### src/rtl/m68k_bus_pkg.sv
// Shared types and constants for the 68000-style bus master.
// Optional feature macro: M68K_BUS_TIMEOUT_EN (bounds the WAIT state by TimeoutCycles).
package m68k_bus_pkg;

    // Bus cycle phases
    typedef enum logic [2:0] {
        StIdle,
        StAddr,
        StAssert,
        StWait,
        StTerm,
        StRecover
    } bus_state_e;

    // SIZE input encoding
    localparam logic SizeByte = 1'b0;
    localparam logic SizeWord = 1'b1;

    // WAIT cycles without DTACK before an abort
    localparam int unsigned TimeoutCycles = 64;
    localparam int unsigned TimeoutWidth  = $clog2(TimeoutCycles);

    // Data strobe select as {upper, lower}, active-high
    function automatic logic [1:0] strobe_sel(input logic size, input logic a0);
        if (size == SizeWord) begin
            return 2'b11;
        end else if (a0) begin
            return 2'b01;
        end else begin
            return 2'b10;
        end
    endfunction

endpackage

### src/rtl/m68k_bus_timeout.sv
// WAIT-state watchdog: counts enabled cycles, flags the last allowed one.
// Only instantiated when M68K_BUS_TIMEOUT_EN is defined.
module m68k_bus_timeout
    import m68k_bus_pkg::*;
(
    input  logic clk,
    input  logic rst,
    input  logic clear,
    input  logic enable,
    output logic expired
);

    logic [TimeoutWidth-1:0] count_q;

    // Cycle counter, cleared whenever the master is outside WAIT
    always_ff @(posedge clk) begin
        if (rst || clear) begin
            count_q <= '0;
        end else if (enable && !expired) begin
            count_q <= count_q + 1'b1;
        end
    end

    // High during the final WAIT cycle, so the abort lands after exactly TimeoutCycles
    assign expired = enable && (count_q == TimeoutWidth'(TimeoutCycles - 1));

endmodule

### src/rtl/m68k_bus_master.sv
// Single-transfer 68000-style asynchronous bus master.
// Optional feature macro: M68K_BUS_TIMEOUT_EN (abort WAIT after TimeoutCycles without DTACK).
module m68k_bus_master
    import m68k_bus_pkg::*;
(
    input  logic        CLK,
    input  logic        RST,
    input  logic        REQ,
    input  logic        WE,
    input  logic        SIZE,
    input  logic [23:0] ADDR_REQ,
    input  logic [15:0] WDATA,
    output logic        BUSY,
    output logic        DONE,
    output logic        ERR,
    output logic [15:0] RDATA,
    output logic [22:0] ADDR_OUT,
    output logic [15:0] DATA_OUT,
    output logic        DATA_OE,
    input  logic [15:0] DATA_IN,
    output logic        AS,
    output logic        UDS,
    output logic        LDS,
    output logic        RW,
    input  logic        DTACK
);

    bus_state_e  state_q, state_d;
    logic        we_q, size_q, a0_q, err_q, rw_q;
    logic [22:0] addr_q;
    logic [15:0] dout_q, rdata_q;
    logic        accept, capture, set_err;
    logic [1:0]  sel;
    logic        tmo_expired;

`ifdef M68K_BUS_TIMEOUT_EN
    m68k_bus_timeout u_timeout (
        .clk     (CLK),
        .rst     (RST),
        .clear   (state_q != StWait),
        .enable  (state_q == StWait),
        .expired (tmo_expired)
    );
`else
    assign tmo_expired = 1'b0;
`endif

    assign sel      = strobe_sel(size_q, a0_q);
    assign ADDR_OUT = addr_q;
    assign DATA_OUT = dout_q;
    assign RDATA    = rdata_q;
    assign RW       = rw_q;

    // State register and latched transfer attributes
    always_ff @(posedge CLK) begin
        if (RST) begin
            state_q <= StIdle;
            we_q    <= 1'b0;
            size_q  <= SizeByte;
            a0_q    <= 1'b0;
            err_q   <= 1'b0;
            rw_q    <= 1'b1;
            addr_q  <= '0;
            dout_q  <= '0;
            rdata_q <= '0;
        end else begin
            state_q <= state_d;
            if (accept) begin
                we_q   <= WE;
                size_q <= SIZE;
                a0_q   <= ADDR_REQ[0];
                err_q  <= 1'b0;
                rw_q   <= ~WE;
                addr_q <= ADDR_REQ[23:1];
                // Byte writes replicate onto both lanes so either strobe sees the data
                dout_q <= (SIZE == SizeWord) ? WDATA : {WDATA[7:0], WDATA[7:0]};
            end else if (state_q == StRecover && DTACK) begin
                rw_q <= 1'b1;
            end
            if (set_err) begin
                err_q <= 1'b1;
            end
            if (capture) begin
                rdata_q <= (size_q == SizeWord) ? DATA_IN :
                           {8'h00, (a0_q ? DATA_IN[7:0] : DATA_IN[15:8])};
            end
        end
    end

    // Next-state logic and Moore-style bus strobes
    always_comb begin
        state_d = state_q;
        accept  = 1'b0;
        capture = 1'b0;
        set_err = 1'b0;
        BUSY    = (state_q != StIdle);
        DONE    = 1'b0;
        ERR     = 1'b0;
        AS      = 1'b1;
        UDS     = 1'b1;
        LDS     = 1'b1;
        DATA_OE = 1'b0;
        case (state_q)
            StIdle: begin
                if (REQ) begin
                    accept  = 1'b1;
                    state_d = StAddr;
                end
            end
            StAddr: begin
                // Misaligned word never touches the bus
                if (size_q == SizeWord && a0_q) begin
                    set_err = 1'b1;
                    state_d = StTerm;
                end else begin
                    state_d = StAssert;
                end
            end
            StAssert: begin
                AS = 1'b0;
                if (we_q) begin
                    DATA_OE = 1'b1;
                end else begin
                    UDS = ~sel[1];
                    LDS = ~sel[0];
                end
                state_d = StWait;
            end
            StWait: begin
                AS      = 1'b0;
                UDS     = ~sel[1];
                LDS     = ~sel[0];
                DATA_OE = we_q;
                if (!DTACK) begin
                    capture = ~we_q;
                    state_d = StTerm;
                end else if (tmo_expired) begin
                    set_err = 1'b1;
                    state_d = StTerm;
                end
            end
            StTerm: begin
                DONE    = 1'b1;
                ERR     = err_q;
                state_d = StRecover;
            end
            StRecover: begin
                if (DTACK) begin
                    state_d = StIdle;
                end
            end
            default: state_d = StIdle;
        endcase
    end

endmodule
### config.mk
export PLATFORM = sky130hd
export DESIGN_NAME = m68k_bus_master
export DESIGN_NICKNAME = d
export VERILOG_FILES = /design/src/rtl/m68k_bus_pkg.sv /design/src/rtl/m68k_bus_timeout.sv /design/src/rtl/m68k_bus_master.sv
export SDC_FILE = /design/constraint.sdc
export NUM_CORES = 1
export LEC_CHECK = 0
export ABC_CLOCK_PERIOD_IN_PS = 1800
export CORE_AREA = 2 2 84 86
export CTS_CLUSTER_DIAMETER = 150
export CTS_CLUSTER_SIZE = 14
export DETAILED_ROUTE_END_ITERATION = 8
export DIE_AREA = 0 0 86 88
export GPL_TIMING_DRIVEN = 0
export PLACE_DENSITY = 0.78
export SETUP_SLACK_MARGIN = 0.4
export SLEW_MARGIN = 20
export SYNTH_ARGS = -nofsm -noshare
export SYNTH_HDL_FRONTEND = slang
export SYNTH_SLANG_ARGS = --single-unit
### constraint.sdc
create_clock -name CLK -period 1.8 [get_ports CLK]
set_clock_uncertainty 0.2 [all_clocks]
set_input_delay 0.27 -clock CLK [delete_from_list [all_inputs] [get_ports CLK]]
set_output_delay 0.27 -clock CLK [all_outputs]
set_load 0.01 [all_outputs]
==> metrics <==
fraction of final layout cells sized beyond drive strength 1=0.384; most common cell after layout, fill and taps aside=sky130_fd_sc_hd__nand2_1; number of rows in the core area=30; setup ws final=-0.0545 ns; maximum number of pins on one net before global-route repair=11; combined global-route utilization of all metal layers=0.225; peak supply drop=0.000576 V; worst stage delay on the critical path=between 0.3 and 0.4 ns; ANT nets after route=0; final-stage net count=529; worst max-slew margin expressed relative to the limit=0.538; cell-by-cell listing of the critical path=buf_6 -> buf_4 -> or3_1 -> buf_2; fmax=roughly 540 MHz; Mapped Nets=roughly 370; unique cell type count in the Yosys netlist=34; WP data required=between 1 and 1.5 ns; yosys warns=0; die boundary height=about 88 um; Tightest Hold Check Type=in2reg; Yosys reg bits=63; TritonCTS Buffers=9; routability cong.=~0.86; clk buf depth=2; arrival time of the worst setup path=between 1 and 1.5 ns; Starting DRT DRC Count=85; leading cell types in the layout, fill and taps excluded=69 x sky130_fd_sc_hd__nand2_1, 58 x sky130_fd_sc_hd__clkdlybuf4s50_1, 49 x sky130_fd_sc_hd__a21oi_1; via count=around 2800; RSZ-0062 raised after global routing=true; number of pins with negative max-slew slack in the final report=0; Power Internal=~3400 uW; part of the power in combinational logic=0.349; part of the power in registers=0.347; sw power=~1400 uW; clock tree from TritonCTS=done; fraction of post-synthesis cell area in the top cell type by area=0.478; post-synthesis cell type with the largest combined area=sky130_fd_sc_hd__dfxtp_1; fraction of power consumed by the clock network=0.304; CTS H-tree depth=3; portion of the post-synthesis area used by sequential elements=0.478; Syn Std Cell Area=0.00264 mm^2; ratio of routed vias to standard cells=between 5 and 6; Buffers on Ports=122; boundary pin count=roughly 130; post-synthesis instance total=305; Slowest cell on crit path=sky130_fd_sc_hd__dfxtp_4; kind of end point of the critical path=output port; aggregate routed wire length=8.76 mm; number of hold buffers added after cts=0; Area Overhead vs Synth=73.8%; Worst R2R Setup Slack=-0.01 ns; total cell area at the placement stage=slightly above 0.004 mm^2; Max Cap Violations=0; total buffers and inverters traversed by the critical path=3; Residual DRC=0; Root Buffer=sky130_fd_sc_hd__clkbuf_8; half-perimeter wire length after placement=slightly below 6 mm; Critical Path Source Type=flip-flop; cell type group with the largest total delay on the critical path=buffers and inverters; result of the run=finished, violations left; die boundary width=about 86 um; post-placement setup slack=-0.334 ns; Mapped Avg Cell Area=a little under 9 um^2; total chip power=roughly 4800 uW; antenna fix cells=0; final-report hold violation count=0; Power Density=1040 mW/mm^2; Static Leak=between 0.0015 and 0.002 uW; Finish-stage setup viols=10; effective utilization at floorplan=0.397; Slew @ Worst Pin=slightly below 0.7 ns; share of the clock period used by the worst path after layout=1.03; global-route wire length before repair=13.3 mm; Routed wire per std cell=15.9 um; Skew-Pair Late Insertion Delay=0.34 ns; critical-path maximum fanout=4; area of all placed cells without fillers=0.00458 mm^2; Num Clock Sinks=63; number of detailed-route iterations in the first pass=4; placeable core region=0.00664 mm^2; via count of the first global-routing pass=2799; failing checks=setup timing; total grt overflow=0; antenna violations before repair=0; Die ar.=roughly 0.0076 mm^2; ranking of synthesized cells by area=sky130_fd_sc_hd__dfxtp_1 48%, sky130_fd_sc_hd__nand2_1 10%, sky130_fd_sc_hd__a21oi_1 10%, sky130_fd_sc_hd__mux2i_1 6.1%, sky130_fd_sc_hd__a211oi_2 3.8%; clock slew seen by the registers of the worst setup and hold paths=0.07 ns; shortest period the worst path allows=about 1.9 ns; Sw Share=0.295; type of the worst setup path=reg2out
-- metal layers --
metal	wire length, um	global-route usage
met5	0	0
met4	161	0.0952
met3	701	0.0613
met2	4230	0.386
met1	3670	0.265
-- worst register-to-register path: stages, from the launching register on --
cell and delay [ns]:
sky130_fd_sc_hd__dfxtp_4 0.35, sky130_fd_sc_hd__buf_4 0.15, sky130_fd_sc_hd__or4b_4 0.54, sky130_fd_sc_hd__buf_8 0.17, sky130_fd_sc_hd__clkbuf_16 0.15, sky130_fd_sc_hd__nand2_1 0.06
sky130_fd_sc_hd__a21oi_1 0.05
-- Yosys cell counts, drive strengths merged --
cell type	number
nand2	71
nor3b	2
clkbuf	11
a221oi	1
and3	1
or3b	1
a21o	2
a32o	1
dfxtp	63
nor2	12
nor4b	1
or3	3
nor3	2
a211oi	16
a21oi	53
or4b	1
nand4	8
a22oi	1
o21ai	10
buf	15
nor2b	3
and2	2
nand2b	4
inv	3
mux2i	16
a211o	1
and4b	1
-- power groups by stage --
stage          logic [uW]  registers, uW  clock network (uW)
6_report             1660           1650                1450
5_1_grt              1780           1670                1520
4_1_cts              1540           1650                1460
3_5_place_dp         1300           1680                   0
3_3_place_gp         1280           1670                   0
2_1_floorplan         667           1720                   0
-- metrics by stage --
stage	hold slack (ns)	TNS (ns)	util	cells
detailed placement	0.244	-14.18	0.606	507
floorplan	0.206	0	-	305
global placement	0.238	-13.46	0.606	507
global route	0.262	-1.32	0.690	551
CTS	0.237	-0.0637	0.688	540
finish	0.231	-0.147	0.690	551
-- final timing paths --
kind                     from          end  cells after the start
setup / recovery   state_q[1]         BUSY                      4
hold reg to reg   ADDR_OUT[0]  ADDR_OUT[0]                      2
setup reg to reg   state_q[1]         a0_q                      6
hold / removal            RST           RW                      2
-- layout make-up --
type / count / area, um^2
fill: 533 / 2060
timing repair buffer: 151 / 1370
multi-input combinational: 213 / 1350
sequential: 63 / 1290
buffer: 26 / 231
clock buffer: 11 / 131
tap: 80 / 100
clock inverter: 4 / 95.1
inverter: 3 / 11.3
-- cells by family after synthesis --
logic type,Yosys count,share of synthesized area
AND/OR/NAND/NOR,112,0.203
multiplexers,16,0.0607
buffers and inverters,29,0.0588
AO/OA/AOI/OAI,85,0.199
flip-flops,63,0.478
-- what timing repair did --
item	in CTS	in global routing
gates resized for setup	220	67
cloned	5	1
pin swaps	4	7
setup buffers	13	10
setup endpoints to repair	125	111
-- state kept, by name, indices dropped and copies added (netlist names) --
signal,flops
state_q,3
size_q,1
err_q,1
we_q,1
RW,1
ADDR_OUT,23
a0_q,1
DATA_OUT,16
RDATA,16
(Power assumes the default switching activity.)
